`src/rtl/ic_axi_pkg.sv`:
```
// Shared constants for the AXI4-Lite to SRAM bridge.
// AXI response codes and the bridge FSM state encoding.
package ic_axi_pkg;

  localparam logic [1:0] AXI_RESP_OKAY   = 2'b00;
  localparam logic [1:0] AXI_RESP_SLVERR = 2'b10;

  localparam logic [2:0] ST_IDLE       = 3'd0;
  localparam logic [2:0] ST_WR_COLLECT = 3'd1;
  localparam logic [2:0] ST_WR_MEM     = 3'd2;
  localparam logic [2:0] ST_WR_RSP     = 3'd3;
  localparam logic [2:0] ST_RD_MEM     = 3'd4;
  localparam logic [2:0] ST_RD_WAIT    = 3'd5;
  localparam logic [2:0] ST_RD_RSP     = 3'd6;

  typedef enum logic [2:0] {
    S_IDLE       = ST_IDLE,
    S_WR_COLLECT = ST_WR_COLLECT,
    S_WR_MEM     = ST_WR_MEM,
    S_WR_RSP     = ST_WR_RSP,
    S_RD_MEM     = ST_RD_MEM,
    S_RD_WAIT    = ST_RD_WAIT,
    S_RD_RSP     = ST_RD_RSP
  } state_e;

endpackage

```
`src/rtl/ic_axi_sram_bridge_if.sv`:
```
// AXI4-Lite bus bundle between the CPU-side bridge and the SRAM bridge.
// slave: the SRAM bridge; master: the bus driver (CPU bridge or bench).
interface ic_axi_sram_bridge_if;

  logic        s0_awvalid;
  logic        s0_awready;
  logic [31:0] s0_awaddr;
  logic [2:0]  s0_awprot;
  logic        s0_wvalid;
  logic        s0_wready;
  logic [31:0] s0_wdata;
  logic [3:0]  s0_wstrb;
  logic        s0_bvalid;
  logic        s0_bready;
  logic [1:0]  s0_bresp;
  logic        s0_arvalid;
  logic        s0_arready;
  logic [31:0] s0_araddr;
  logic [2:0]  s0_arprot;
  logic        s0_rvalid;
  logic        s0_rready;
  logic [1:0]  s0_rresp;
  logic [31:0] s0_rdata;

  modport slave (
    input  s0_awvalid, s0_awaddr, s0_awprot,
    input  s0_wvalid, s0_wdata, s0_wstrb,
    input  s0_bready,
    input  s0_arvalid, s0_araddr, s0_arprot,
    input  s0_rready,
    output s0_awready, s0_wready,
    output s0_bvalid, s0_bresp,
    output s0_arready,
    output s0_rvalid, s0_rresp, s0_rdata
  );

  modport master (
    output s0_awvalid, s0_awaddr, s0_awprot,
    output s0_wvalid, s0_wdata, s0_wstrb,
    output s0_bready,
    output s0_arvalid, s0_araddr, s0_arprot,
    output s0_rready,
    input  s0_awready, s0_wready,
    input  s0_bvalid, s0_bresp,
    input  s0_arready,
    input  s0_rvalid, s0_rresp, s0_rdata
  );

endinterface

```
`src/rtl/ic_axi_sram_bridge.sv`:
```
// AXI4-Lite slave driving a 1-cycle-latency word SRAM, one txn at a time.
// Ports: s0_aclk/s0_aresetn, s0 (AXI slave modport), sram_* SRAM side.
module ic_axi_sram_bridge
  import ic_axi_pkg::*;
#(
  parameter int          DEPTH_LOG2 = 10,
  parameter logic [31:0] BASE       = 32'h0000_0000
) (
  input  logic                  s0_aclk,
  input  logic                  s0_aresetn,
  ic_axi_sram_bridge_if.slave   s0,
  output logic                  sram_cen,
  output logic [3:0]            sram_wstrb,
  output logic [DEPTH_LOG2-1:0] sram_addr,
  output logic [31:0]           sram_wdata,
  input  logic [31:0]           sram_rdata
);

  localparam int HI = DEPTH_LOG2 + 2;

  function automatic logic in_rng(input logic [31:0] a);
    return a[31:HI] == BASE[31:HI];
  endfunction

  state_e      state_q, state_d;
  logic [31:0] addr_q, addr_d;
  logic [31:0] wdata_q, wdata_d;
  logic [3:0]  wstrb_q, wstrb_d;
  logic        aw_got_q, aw_got_d;
  logic        w_got_q, w_got_d;
  logic [1:0]  bresp_q, bresp_d;
  logic [1:0]  rresp_q, rresp_d;
  logic [31:0] rdata_q, rdata_d;
  logic        prio_q, prio_d;
  logic        alive_q;

  logic aw_rdy, w_rdy, ar_rdy;
  logic wr_req, rd_gnt, wr_gnt;
  logic wr_en, rd_en;

  always_comb begin
    state_d  = state_q;
    addr_d   = addr_q;
    wdata_d  = wdata_q;
    wstrb_d  = wstrb_q;
    aw_got_d = aw_got_q;
    w_got_d  = w_got_q;
    bresp_d  = bresp_q;
    rresp_d  = rresp_q;
    rdata_d  = rdata_q;
    prio_d   = prio_q;
    aw_rdy   = 1'b0;
    w_rdy    = 1'b0;
    ar_rdy   = 1'b0;
    wr_req   = s0.s0_awvalid | s0.s0_wvalid;
    rd_gnt   = alive_q & s0.s0_arvalid
             & (~wr_req | prio_q);
    wr_gnt   = alive_q & wr_req & ~rd_gnt;
    unique case (state_q)
      S_IDLE: begin
        ar_rdy = rd_gnt;
        aw_rdy = wr_gnt;
        w_rdy  = wr_gnt;
        if (rd_gnt) begin
          addr_d  = s0.s0_araddr;
          state_d = S_RD_MEM;
        end else if (wr_gnt) begin
          if (s0.s0_awvalid) addr_d = s0.s0_awaddr;
          if (s0.s0_wvalid) begin
            wdata_d = s0.s0_wdata;
            wstrb_d = s0.s0_wstrb;
          end
          aw_got_d = s0.s0_awvalid;
          w_got_d  = s0.s0_wvalid;
          state_d  = (s0.s0_awvalid && s0.s0_wvalid)
                   ? S_WR_MEM : S_WR_COLLECT;
        end
      end
      S_WR_COLLECT: begin
        // only the still-missing channel is offered ready
        aw_rdy = alive_q & ~aw_got_q;
        w_rdy  = alive_q & ~w_got_q;
        if (aw_rdy && s0.s0_awvalid) begin
          addr_d   = s0.s0_awaddr;
          aw_got_d = 1'b1;
        end
        if (w_rdy && s0.s0_wvalid) begin
          wdata_d = s0.s0_wdata;
          wstrb_d = s0.s0_wstrb;
          w_got_d = 1'b1;
        end
        if (aw_got_d && w_got_d) state_d = S_WR_MEM;
      end
      S_WR_MEM: begin
        bresp_d = in_rng(addr_q) ? AXI_RESP_OKAY
                                 : AXI_RESP_SLVERR;
        state_d = S_WR_RSP;
      end
      S_WR_RSP: begin
        if (s0.s0_bready) begin
          prio_d  = 1'b1;
          state_d = S_IDLE;
        end
      end
      S_RD_MEM: begin
        state_d = S_RD_WAIT;
      end
      S_RD_WAIT: begin
        rdata_d = in_rng(addr_q) ? sram_rdata : '0;
        rresp_d = in_rng(addr_q) ? AXI_RESP_OKAY
                                 : AXI_RESP_SLVERR;
        state_d = S_RD_RSP;
      end
      S_RD_RSP: begin
        if (s0.s0_rready) begin
          prio_d  = 1'b0;
          state_d = S_IDLE;
        end
      end
      default: state_d = S_IDLE;
    endcase
  end

  always_ff @(posedge s0_aclk or negedge s0_aresetn) begin
    if (!s0_aresetn) begin
      state_q  <= S_IDLE;
      addr_q   <= '0;
      wdata_q  <= '0;
      wstrb_q  <= '0;
      aw_got_q <= 1'b0;
      w_got_q  <= 1'b0;
      bresp_q  <= '0;
      rresp_q  <= '0;
      rdata_q  <= '0;
      prio_q   <= 1'b0;
      alive_q  <= 1'b0;
    end else begin
      state_q  <= state_d;
      addr_q   <= addr_d;
      wdata_q  <= wdata_d;
      wstrb_q  <= wstrb_d;
      aw_got_q <= aw_got_d;
      w_got_q  <= w_got_d;
      bresp_q  <= bresp_d;
      rresp_q  <= rresp_d;
      rdata_q  <= rdata_d;
      prio_q   <= prio_d;
      alive_q  <= 1'b1;
    end
  end

  assign s0.s0_awready = aw_rdy;
  assign s0.s0_wready  = w_rdy;
  assign s0.s0_arready = ar_rdy;
  assign s0.s0_bvalid  = (state_q == S_WR_RSP);
  assign s0.s0_bresp   = bresp_q;
  assign s0.s0_rvalid  = (state_q == S_RD_RSP);
  assign s0.s0_rresp   = rresp_q;
  assign s0.s0_rdata   = rdata_q;

  // SRAM side depends on registered state only
  assign wr_en = (state_q == S_WR_MEM) & in_rng(addr_q)
               & (|wstrb_q);
  assign rd_en = (state_q == S_RD_MEM) & in_rng(addr_q);

  assign sram_cen   = wr_en | rd_en;
  assign sram_wstrb = wr_en ? wstrb_q : 4'h0;
  assign sram_addr  = addr_q[HI-1:2];
  assign sram_wdata = wdata_q;

  logic unused_ok;
  assign unused_ok = ^{s0.s0_awprot, s0.s0_arprot,
                       addr_q[1:0]};

endmodule

```
`src/flat_wrapper.sv`:
```
// flat-port wrapper written by rule: the top's interface ports become plain ports
module ic_axi_sram_bridge_flat import ic_axi_pkg::*;
#(
  parameter int          DEPTH_LOG2 = 10,
  parameter logic [31:0] BASE       = 32'h0000_0000
)
  (s0_aclk, s0_aresetn, sram_cen, sram_wstrb, sram_addr, sram_wdata, sram_rdata, s0_s0_awvalid, s0_s0_awaddr, s0_s0_awprot, s0_s0_wvalid, s0_s0_wdata, s0_s0_wstrb, s0_s0_bready, s0_s0_arvalid, s0_s0_araddr, s0_s0_arprot, s0_s0_rready, s0_s0_awready, s0_s0_wready, s0_s0_bvalid, s0_s0_bresp, s0_s0_arready, s0_s0_rvalid, s0_s0_rresp, s0_s0_rdata);
  ic_axi_sram_bridge_if s0_i ();
  input  logic s0_aclk;
  input  logic s0_aresetn;
  output logic sram_cen;
  output logic [3:0] sram_wstrb;
  output logic [DEPTH_LOG2-1:0] sram_addr;
  output logic [31:0] sram_wdata;
  input  logic [31:0] sram_rdata;
  input wire logic [$bits(s0_i.s0_awvalid)-1:0] s0_s0_awvalid;
  input wire logic [$bits(s0_i.s0_awaddr)-1:0] s0_s0_awaddr;
  input wire logic [$bits(s0_i.s0_awprot)-1:0] s0_s0_awprot;
  input wire logic [$bits(s0_i.s0_wvalid)-1:0] s0_s0_wvalid;
  input wire logic [$bits(s0_i.s0_wdata)-1:0] s0_s0_wdata;
  input wire logic [$bits(s0_i.s0_wstrb)-1:0] s0_s0_wstrb;
  input wire logic [$bits(s0_i.s0_bready)-1:0] s0_s0_bready;
  input wire logic [$bits(s0_i.s0_arvalid)-1:0] s0_s0_arvalid;
  input wire logic [$bits(s0_i.s0_araddr)-1:0] s0_s0_araddr;
  input wire logic [$bits(s0_i.s0_arprot)-1:0] s0_s0_arprot;
  input wire logic [$bits(s0_i.s0_rready)-1:0] s0_s0_rready;
  output wire logic [$bits(s0_i.s0_awready)-1:0] s0_s0_awready;
  output wire logic [$bits(s0_i.s0_wready)-1:0] s0_s0_wready;
  output wire logic [$bits(s0_i.s0_bvalid)-1:0] s0_s0_bvalid;
  output wire logic [$bits(s0_i.s0_bresp)-1:0] s0_s0_bresp;
  output wire logic [$bits(s0_i.s0_arready)-1:0] s0_s0_arready;
  output wire logic [$bits(s0_i.s0_rvalid)-1:0] s0_s0_rvalid;
  output wire logic [$bits(s0_i.s0_rresp)-1:0] s0_s0_rresp;
  output wire logic [$bits(s0_i.s0_rdata)-1:0] s0_s0_rdata;
  assign s0_i.s0_awvalid = s0_s0_awvalid;
  assign s0_i.s0_awaddr = s0_s0_awaddr;
  assign s0_i.s0_awprot = s0_s0_awprot;
  assign s0_i.s0_wvalid = s0_s0_wvalid;
  assign s0_i.s0_wdata = s0_s0_wdata;
  assign s0_i.s0_wstrb = s0_s0_wstrb;
  assign s0_i.s0_bready = s0_s0_bready;
  assign s0_i.s0_arvalid = s0_s0_arvalid;
  assign s0_i.s0_araddr = s0_s0_araddr;
  assign s0_i.s0_arprot = s0_s0_arprot;
  assign s0_i.s0_rready = s0_s0_rready;
  assign s0_s0_awready = s0_i.s0_awready;
  assign s0_s0_wready = s0_i.s0_wready;
  assign s0_s0_bvalid = s0_i.s0_bvalid;
  assign s0_s0_bresp = s0_i.s0_bresp;
  assign s0_s0_arready = s0_i.s0_arready;
  assign s0_s0_rvalid = s0_i.s0_rvalid;
  assign s0_s0_rresp = s0_i.s0_rresp;
  assign s0_s0_rdata = s0_i.s0_rdata;
  ic_axi_sram_bridge #(.DEPTH_LOG2(DEPTH_LOG2), .BASE(BASE)) u_core (.s0_aclk(s0_aclk), .s0_aresetn(s0_aresetn), .s0(s0_i), .sram_cen(sram_cen), .sram_wstrb(sram_wstrb), .sram_addr(sram_addr), .sram_wdata(sram_wdata), .sram_rdata(sram_rdata));
endmodule
```
`config.mk`:
```
export PLATFORM = sky130hd
export DESIGN_NAME = ic_axi_sram_bridge_flat
export DESIGN_NICKNAME = d
export VERILOG_FILES = /design/src/rtl/ic_axi_pkg.sv /design/src/rtl/ic_axi_sram_bridge_if.sv /design/src/rtl/ic_axi_sram_bridge.sv /design/src/flat_wrapper.sv
export SDC_FILE = /design/constraint.sdc
export NUM_CORES = 1
export LEC_CHECK = 0
export CAP_MARGIN = 40
export CELL_PAD_IN_SITES_DETAIL_PLACEMENT = 1
export CELL_PAD_IN_SITES_GLOBAL_PLACEMENT = 1
export CORE_MARGIN = 1.5
export CORE_UTILIZATION = 29
export CTS_CLUSTER_SIZE = 16
export DETAILED_ROUTE_END_ITERATION = 6
export GPL_TIMING_DRIVEN = 0
export HOLD_SLACK_MARGIN = 0.06
export PLACE_DENSITY_LB_ADDON = 0.1
export SLEW_MARGIN = 25
export SYNTH_ARGS = -nofsm -noshare
export SYNTH_HDL_FRONTEND = slang
export SYNTH_SLANG_ARGS = --single-unit
export TNS_END_PERCENT = 5
```
`constraint.sdc`:
```
create_clock -name s0_aclk -period 2.1 [get_ports s0_aclk]
set_clock_uncertainty 0.15 [all_clocks]
set_input_delay 0.42 -clock s0_aclk [delete_from_list [all_inputs] [get_ports s0_aclk]]
set_output_delay 0.42 -clock s0_aclk [all_outputs]
set_load 0.005 [all_outputs]
```
After elaboration in Yosys (flattened, before gate mapping) --
Cells that the tools add are included.
Storage, ports and cells: flip-flop bits (word level) 111, output and inout port bits 88, input bits 145
Cells by class: reductions and logical operators 14, equal/unequal tests 16, bitwise gates (word level) 16, muxes and demuxes 41
Operators with widths (number):
- 32-bit two-way mux | 9
- 32-bit one-hot mux with 2 select lines | 2
- 3-bit one-hot mux with 7 select lines | 1
- 20-bit logical NOT | 1
- 4-bit two-way mux | 5
- 3-bit two-way mux | 5
- 1-bit two-way mux | 11
- 1-bit one-hot mux with 2 select lines | 5
- 1-bit bitwise AND | 9
- 3-bit == test (second input constant) | 3
- 2-bit by 1-bit inequality test with 1-bit output (second input constant) | 4
- 2-bit inequality test (second input constant) | 4
- 4-bit one-hot mux with 2 select lines | 1
- 4-bit AND reduction | 2
- 3-bit by 2-bit == test with 1-bit output (second input constant) | 2
- 3-bit AND reduction | 2
- 5-bit AND reduction | 1
- 1-bit logical AND | 4
- 2-bit two-way mux | 2
- 1-bit NOT | 4
- 2-bit nonzero test | 2
- 4-bit OR reduction | 1
- 3-bit by 1-bit == test with 1-bit output (second input constant) | 1
- 3-bit logical NOT | 1
- other kinds (3) | 5

Depth between registers and ports, before layout --
Gate-level depths: netlist of run 1.
depth in word-level cells 9, depth in mapped cells 7, depth with buffers taken out 4

Worst setup path after synthesis of run 1 --
Ideal clock, no wire load.
kind reg2out, from register u_core.addr_q[26], to output port sram_cen, path buffers 1, path slack -0.019 ns, required time 1.530 ns, cell stages (with the launch flop) 6, arrival time 1.549 ns, cell sequence dfrtp_1 or4_4 nor2_2 nand4_4 buf_6 a211oi_2
Between the ends: longest elaborated chain between the ends 4
Ends and longest elaborated chain:
- from (decl) | RTL line ic_axi_sram_bridge.sv:26 | logic [31:0] addr_q, addr_d;
- from (signal assigned) | RTL line ic_axi_sram_bridge.sv:139 | addr_q <= addr_d;
- 20-bit logical NOT (*) | RTL line ic_axi_sram_bridge.sv:22 | return a[31:HI] == BASE[31:HI];
- 1-bit bitwise AND | RTL line ic_axi_sram_bridge.sv:162 | assign wr_en = (state_q == S_WR_MEM) & in_rng(addr_q)
- 1-bit bitwise AND | RTL line ic_axi_sram_bridge.sv:163 | & (|wstrb_q);
- 1-bit bitwise OR (*) | RTL line ic_axi_sram_bridge.sv:166 | assign sram_cen = wr_en | rd_en;
- to (decl) | RTL line flat_wrapper.sv:11 | output logic sram_cen;
Every way passes the cells marked *; elsewhere a longest branch is shown, timed or not.

Worst setup path after layout of run 1 --
from register u_core.addr_q[26], to output port sram_wstrb[1]
Between the ends: longest elaborated chain between the ends 4
Ends and longest elaborated chain:
- 20-bit logical NOT | RTL line ic_axi_sram_bridge.sv:22
- 1-bit bitwise AND | RTL line ic_axi_sram_bridge.sv:162
- 1-bit bitwise AND | RTL line ic_axi_sram_bridge.sv:163
- 4-bit two-way mux | RTL line ic_axi_sram_bridge.sv:167 | assign sram_wstrb = wr_en ? wstrb_q : 4'h0;
- to (decl) | RTL line flat_wrapper.sv:12 | output logic [3:0] sram_wstrb;
Every way passes these cells.

==> results of run 1 <==
## logic make-up after synthesis
kind of cell           share of synthesized area [%]
flip-flops                                      51.6
XOR/XNOR                                       0.169
other                                          0.145
AND/OR/NAND/NOR                                 9.50
multiplexers                                    23.0
buffers and inverters                           5.64
AO/OA/AOI/OAI                                   9.98
## power by group through the flow
stage | Combinational, mW | Clock [mW] | Sequential (mW)
after floorplan | 2.14 | 0 | 3.51
after global placement | 4.17 | 0 | 3.54
after detailed placement | 4.28 | 0 | 3.57
after CTS | 4.46 | 1.80 | 3.58
after global routing | 4.81 | 1.89 | 3.71
final | 4.43 | 1.73 | 3.58
## per-stage QoR
step                cell area, um^2  instances  hold slack [ps]
global route                   8240        877              256
floorplan                      5210        410            -25.6
global placement               7680        854              311
CTS                            8170        876              231
finish                         8240        877              243
detailed placement             7710        855              195
## timing repair
action,CTS,global route
hold endpoints to repair,36,0
hold buffers,1,0
resized for setup,82,22
buffers inserted,4,1
pin swaps,4,3
setup endpoints to repair,70,76
cloned,0,0
## sequential cells by signal, indices dropped and copies added (netlist names), 3 cells and up
signal / count
u_core.s0.s0_rdata: 32
u_core.state_q: 3
u_core.wstrb_q: 4
u_core.sram_wdata: 32
u_core.addr_q: 30
## layout make-up
class | count | area [um^2] | share of cell area (%)
buffer | 38 | 335 | 4.07
clock buffer | 11 | 243 | 2.95
clock inverter | 5 | 60.1 | 0.729
inverter | 2 | 7.51 | 0.0911
multi-input combinational | 263 | 2380 | 28.9
sequential | 107 | 2680 | 32.5
tap | 225 | 282 | 3.42
timing repair buffer | 226 | 2250 | 27.3
## per-layer routing
metal / global-route usage (%) / vias to the layer above / wire (um)
li1: - / 1892 / -
met1: 18.0 / 2010 / 5680
met2: 28.5 / 129 / 7570
met3: 5.96 / 6 / 1230
met4: 4.04 / 0 / 88
met5: 0 / - / 0
## placed cells by master, fill, tap and decap left out, types with 6 or more instances in the layout
cell	n
sky130_fd_sc_hd__clkdlybuf4s50_1	206
sky130_fd_sc_hd__dfrtp_1	106
sky130_fd_sc_hd__nand2_1	70
sky130_fd_sc_hd__mux2_4	57
sky130_fd_sc_hd__o21ai_2	29
sky130_fd_sc_hd__mux2_2	28
sky130_fd_sc_hd__buf_6	23
sky130_fd_sc_hd__buf_4	14
sky130_fd_sc_hd__mux2_1	11
sky130_fd_sc_hd__clkbuf_1	9
sky130_fd_sc_hd__clkbuf_16	9
sky130_fd_sc_hd__buf_2	6
## path summary, 6_finish.rpt
check | endpoint | slack [ps] | depth (start not counted)
max | sram_wstrb[1] | -640 | 6
min | u_core.w_got_q$_DFFE_PN0P_ | 240 | 2
max reg2reg | u_core.s0.s0_rdata[5]$_DFFE_PN0N_ | 20 | 7
min reg2reg | u_core.s0.s0_rdata[10]$_DFFE_PN0N_ | 330 | 2
max in group asynchronous | u_core.state_q[1]$_DFFE_PN0P_ | 690 | 3
min in group asynchronous | u_core.addr_q[10]$_DFFE_PN0P_ | 400 | 2
## worst reg2reg max path: cells and delay by family (launching register included)
kind / cells / cell delay, ps
AO/OA/AOI/OAI: 1 / 140
flip-flops: 1 / 380
buffers and inverters: 3 / 500
AND/OR/NAND/NOR: 3 / 830
==> reports/metrics.sh, run 1 <==
P_LEAK_nW=3.55
DETAIL_ROUTE.VIAS_PER_CELL=4.60
P_PER_AREA_nW_PER_UM2=1180
CTS_BUFFERS=9
CLKPWRFRAC_PCT=17.8
SYNTH_CELL_TYPES=49
YS_SEQ_ELEMENTS=107
MAX_FREQ_MHz=365
HOLD_FAILS_FINAL_RPT=0
NUMBER_OF_ANTENNA_VIOLATIONS_AT_THE_FIRST_CHECK_IN_GLOBAL_ROUTING=0
FINALSETUPVIOLCOUNT=7
FILLCELL_TOTAL=1847
DRT_ITER0_DRC=82
POST_SYNTH_INST_COUNT=409
CLOCK_PATH_BUFFERS=2
SYNTH_TOP_FLOP_CELL='sky130_fd_sc_hd__dfrtp_1'
ENDPOINT_KIND='output port'
POST-ROUTE-WORST-SETUP-SLACK_PS=-638
STATUS='finished, violations left'
OVERALL_DIE_WIDTH_UM=137
PERIOD_SHARE_PCT=130
FINAL_CORE_UTILIZATION_PCT=47.3
TOTALPOWERFINAL_mW=9.74
HPWLAFTERDP_UM=11000
DRC=0
MAXIMUM_FANOUT_COUNT_ALONG_THE_CRITICAL_PATH=3
SWITCHING_PART_OF_THE_TOTAL_POWER_PCT=29.7
NUM_ANTENNA_CELLS=0
GRT_OVERFLOW=0
WORSTPATHARRIVAL_PS=2170
CTS-ROOT-BUF='sky130_fd_sc_hd__clkbuf_16'
CTS.REPORTEDPATHS.CLKPINSLEW_PS=70
YOSYSSEQAREASHARE_PCT=51.6
CRITICAL-PATH-MAX-STAGE-DELAY_PS=550
DRV_SLEW=0
INTERNAL_POWER_CONTRIBUTION_mW=6.85
PLACE.PORT_BUFFERS=219
FAILED_CHECKS='negative setup slack'
P_SW_mW=2.89
BOUNDARYPINS=233
VDD_IR_DROP_MAX_uV=471
COMBINATIONAL_GROUP_SHARE_OF_TOTAL_POWER_PCT=45.5
GRT_SETUP_UNREPAIRED='yes'
MAPPED_AREA_UM2=5190
LAYOUT_OVERHEAD_ON_THE_SYNTHESIZED_AREA_PCT=58.8
CTS_TREE='done'
FIN_CRIT_PS=2740
ROUTED_WIRE_LENGTH_PER_INSTANCE_UM=16.6
GRT_PASS1_VIAS=4462
PATH_CLASS='flop to output port'
WORST_PATH_DOMINANT_CELL_FAMILY='simple AND/OR/NAND/NOR gates'
POST_SYNTHESIS_CELL_TYPE_WITH_THE_LARGEST_COMBINED_AREA='sky130_fd_sc_hd__dfrtp_1'
SYNTH_ENABLE_FLOP_CELLS=0
SYNTHTOPCELLSBYCOUNT='sky130_fd_sc_hd__dfrtp_1 (107), sky130_fd_sc_hd__nand2_1 (71), sky130_fd_sc_hd__mux2_1 (38), sky130_fd_sc_hd__mux2_4 (30), sky130_fd_sc_hd__o21ai_2 (29)'
NUMBER_OF_MAX_CAPACITANCE_VIOLATIONS_REPORTED=0
STARTPOINT_TYPE='flop'
SYNTH-ASYNC-RESET-RATIO_PCT=100
PWR-SHARE-SEQ_PCT=36.7
GRT_MAX_DEGREE=72
MAXSLEWHEADROOM_PCT=63.0
FLOORPLAN.CORE_AREA_UM2=17400
CRIT-REG2REG-LAUNCH='u_core.addr_q[26]$_DFFE_PN0P_'
CELL_CHAIN_CRITICAL_PATH='or4_4 -> nor2_4 -> and4_4 -> buf_6 -> and4_1 -> buf_6'
DRIVE_GT1_SHARE_PCT=30.4
NETLIST_TOP_CELLS_AREA='sky130_fd_sc_hd__dfrtp_1 (52%), sky130_fd_sc_hd__mux2_4 (8.7%), sky130_fd_sc_hd__mux2_1 (8.2%), sky130_fd_sc_hd__mux2_2 (6.1%), sky130_fd_sc_hd__nand2_1 (5.1%)'
POSTROUTEWIRELENGTH_UM=14600
FP.DIEH_UM=137
WORST_SETUP_PATH_STARTPOINT='u_core.addr_q[26]$_DFFE_PN0P_'
CRITICAL_PATH.MOST_COMMON_CELL='sky130_fd_sc_hd__buf_6'
GRT_FIRST_PASS_WIRELENGTH_UM=23100
HOLD_PATH.CLASS='primary input to flop'
ROWS=48
DIEAREA_UM2=18700
FLOORPLAN.INITIALDENSITY_PCT=29.8
GP_ROUTABILITY_CONGESTION=0.743
FINAL_NETS=792
AVGSYNTHCELLAREA_UM2=12.7
CTS_HTREE_LEVELS=3
CLK-INSERTION-DELAY-LATE_PS=350
VIAS=4037
YOSYSWARNINGCOUNT=0
ANT_NETS=0
FIN_TNS_SETUP_PS=-3560
REQUIRED_PS=1530
GRT_USE_TOTAL_PCT=16.0
FIRSTDRTPASSITERS=4
SYNTHMOSTINSTANTIATEDCELL='sky130_fd_sc_hd__dfrtp_1'
WORST_PATH_MAX_DELAY_CELL='sky130_fd_sc_hd__or4_4'
TIMING.HOLD.WORST.START='s0_s0_wvalid'
PRECTSSETUPSLACK_PS=-818
TIMING_WORST_SLEW_PIN_VALUE_PS=550
CLOCK-SINKS=107
CRIT_PATH_BUFFERS_INVERTERS=2
SYNTH_LARGEST_TYPE_AREA_FRACTION_PCT=51.6
Note: power is estimated with default switching activity, not from simulation.
==> run 2, diff against run 1 <==
Settings changed: CORE_UTILIZATION 29 to 25, SLEW_MARGIN 25 to 20.
==> reports/metrics.sh, run 2 (synthesized netlist as in run 1, its figures left out) <==
STATUS='finished, violations left'
FAILED_CHECKS='negative setup slack'
ROWS=52  # +8.3%
CLOCK-SINKS=107  # unchanged
CTS_TREE='done'
DRC=0  # unchanged
GP_ROUTABILITY_CONGESTION=0.761  # +2.5%
NUM_ANTENNA_CELLS=0  # unchanged
CTS_BUFFERS=9  # unchanged
VIAS=4026  # -0.27%
TOTALPOWERFINAL_mW=9.85  # +1.1%
PWR-SHARE-SEQ_PCT=36.4  # -0.3 points
HPWLAFTERDP_UM=11300  # +3.3%
CLK-INSERTION-DELAY-LATE_PS=350  # about the same
PERIOD_SHARE_PCT=128  # -2.1 points
GRT_OVERFLOW=0  # unchanged
DETAIL_ROUTE.VIAS_PER_CELL=4.37  # -5.1%
MET1WIRELENGTH_UM=6660  # +17%
DRIVE_GT1_SHARE_PCT=30.1  # -0.31 points
POSTROUTEWIRELENGTH_UM=15300  # +4.7%
GRT_PASS1_VIAS=4536  # +1.7%
FIN_TNS_SETUP_PS=-3540  # +20.6 ps
HOLD_PATH.CLASS='primary input to flop'
STARTPOINT_TYPE='flop'
DRT_ITER0_DRC=95  # +16%
CLOCK_PATH_BUFFERS=2  # unchanged
BOUNDARYPINS=233  # unchanged
CTS-ROOT-BUF='sky130_fd_sc_hd__clkbuf_16'
MAX_FREQ_MHz=371  # +1.6%
DIEAREA_UM2=21600  # +16%
FIN_CRIT_PS=2690  # -44.4 ps
OVERALL_DIE_WIDTH_UM=147  # +7.5%
INTERNAL_POWER_CONTRIBUTION_mW=6.88  # +0.53%
FINAL_NETS=792  # unchanged
FIRSTDRTPASSITERS=4  # unchanged
MAXIMUM_FANOUT_COUNT_ALONG_THE_CRITICAL_PATH=5  # +2
P_LEAK_nW=3.53  # -0.66%
NUMBER_OF_ANTENNA_VIOLATIONS_AT_THE_FIRST_CHECK_IN_GLOBAL_ROUTING=0  # unchanged
GRT_USE_TOTAL_PCT=14.4  # -1.6 points
DR_WL_MET2_UM=7110  # -6.1%
ANT_NETS=0  # unchanged
PLACE.PORT_BUFFERS=219  # unchanged
P_SW_mW=2.97  # +2.4%
ENDPOINT_KIND='output port'
CTS.REPORTEDPATHS.CLKPINSLEW_PS=70  # about the same
MAXUSEDROUTINGLAYER='met4'
DETAILROUTE.WIRELENGTH.MET3_UM=1210  # -1.6%
FP.DIEH_UM=147  # +7.5%
PATH_CLASS='flop to output port'
REQUIRED_PS=1530  # about the same
COMBINATIONAL_GROUP_SHARE_OF_TOTAL_POWER_PCT=45.5  # about the same
HOLD_FAILS_FINAL_RPT=0  # unchanged
FILLCELL_TOTAL=2170  # +17%
GRT_MAX_DEGREE=75  # +4.2%
P_PER_AREA_nW_PER_UM2=1190  # +0.76%
FINAL_COMMON_CELL='sky130_fd_sc_hd__clkdlybuf4s50_1'
CTS_HTREE_LEVELS=3  # unchanged
FLOORPLAN.CORE_AREA_UM2=20300  # +17%
FINALSETUPVIOLCOUNT=8  # +1
FLOORPLAN.INITIALDENSITY_PCT=25.6  # -4.2 points
DRV_SLEW=0  # unchanged
SWITCHING_PART_OF_THE_TOTAL_POWER_PCT=30.1  # +0.39 points
NUMBER_OF_MAX_CAPACITANCE_VIOLATIONS_REPORTED=0  # unchanged
GRT_FIRST_PASS_WIRELENGTH_UM=24500  # +6.1%
WORSTPATHARRIVAL_PS=2120  # -50 ps
ROUTED_WIRE_LENGTH_PER_INSTANCE_UM=16.5  # -0.39%
CLKPWRFRAC_PCT=18.1  # +0.3 points
GRT_SETUP_UNREPAIRED='yes'
POST-ROUTE-WORST-SETUP-SLACK_PS=-594  # +44.4 ps
VDD_IR_DROP_MAX_uV=465  # -1.3%
LAYOUT_COMMON_CELLS='sky130_fd_sc_hd__clkdlybuf4s50_1 (206), sky130_fd_sc_hd__dfrtp_1 (105), sky130_fd_sc_hd__nand2_1 (69)'
LAYOUT_OVERHEAD_ON_THE_SYNTHESIZED_AREA_PCT=59.3
-- run 2: area by class of cell --
type,instances,area [um^2],share of cell area [%]
Buffer,38,332,4.01
Clock buffer,11,253,3.06
Clock inverter,5,60.1,0.726
Inverter,2,7.51,0.0908
Multi-Input combinational cell,263,2360,28.5
Sequential cell,107,2680,32.4
Tap cell,270,338,4.09
Timing Repair Buffer,226,2240,27.1
-- run 2: critical path: stages, from the launching register on --
cell	delay, ps
sky130_fd_sc_hd__dfrtp_1	380
sky130_fd_sc_hd__or4_4	550
sky130_fd_sc_hd__nor2_4	150
sky130_fd_sc_hd__and4_4	260
sky130_fd_sc_hd__buf_6	120
sky130_fd_sc_hd__and4_1	200
sky130_fd_sc_hd__buf_2	130
-- run 2: worst paths after layout --
check,start,endpoint,slack [ps],cells after the start
min,s0_s0_wvalid,u_core.w_got_q$_DFFE_PN0P_,240,2
min in group asynchronous,s0_aresetn,u_core.addr_q[10]$_DFFE_PN0P_,360,2
max reg2reg,u_core.state_q[2]$_DFFE_PN0P_,u_core.addr_q[19]$_DFFE_PN0P_,60,6
max,u_core.addr_q[26]$_DFFE_PN0P_,sram_wstrb[0],-590,6
max in group asynchronous,s0_aresetn,u_core.state_q[1]$_DFFE_PN0P_,720,3
min reg2reg,u_core.s0.s0_rdata[26]$_DFFE_PN0N_,u_core.s0.s0_rdata[26]$_DFFE_PN0N_,330,2
-- run 2: stage by stage --
stage	instances	worst slack (ps)	hold WS (ps)	cell area (um^2)	utilization, %
after global routing	922	-678	243	8270	40.7
after floorplan	410	-7.21	-25.6	5210	-
after CTS	922	-632	222	8250	40.6
after detailed placement	900	-816	188	7770	38.3
after global placement	899	-3930	312	7740	38.1
final	922	-594	237	8270	40.7
-- run 2: timing repair --
action                                 4_1_cts  5_1_grt
hold buffers                                 1        0
endpoints found under the hold margin       33        0
setup endpoints to repair                   70       69
resized for setup                           82       14
pin swaps                                    3        2
buffers inserted                             5        0
-- run 2: layer usage --
metal | GRT usage, % | up-vias
met5 | 0 | -
met4 | 4.85 | 0
met3 | 4.84 | 18
met2 | 22.9 | 139
met1 | 18.3 | 1979
li1 | - | 1890
-- run 2: power groups by stage --
| stage | sequential [mW] | clock (mW) | combinational (mW) |
|---|---|---|---|
| floorplan | 3.51 | 0 | 2.14 |
| global placement | 3.53 | 0 | 4.21 |
| detailed placement | 3.58 | 0 | 4.31 |
| CTS | 3.58 | 1.86 | 4.53 |
| global route | 3.73 | 1.95 | 4.84 |
| finish | 3.58 | 1.78 | 4.48 |
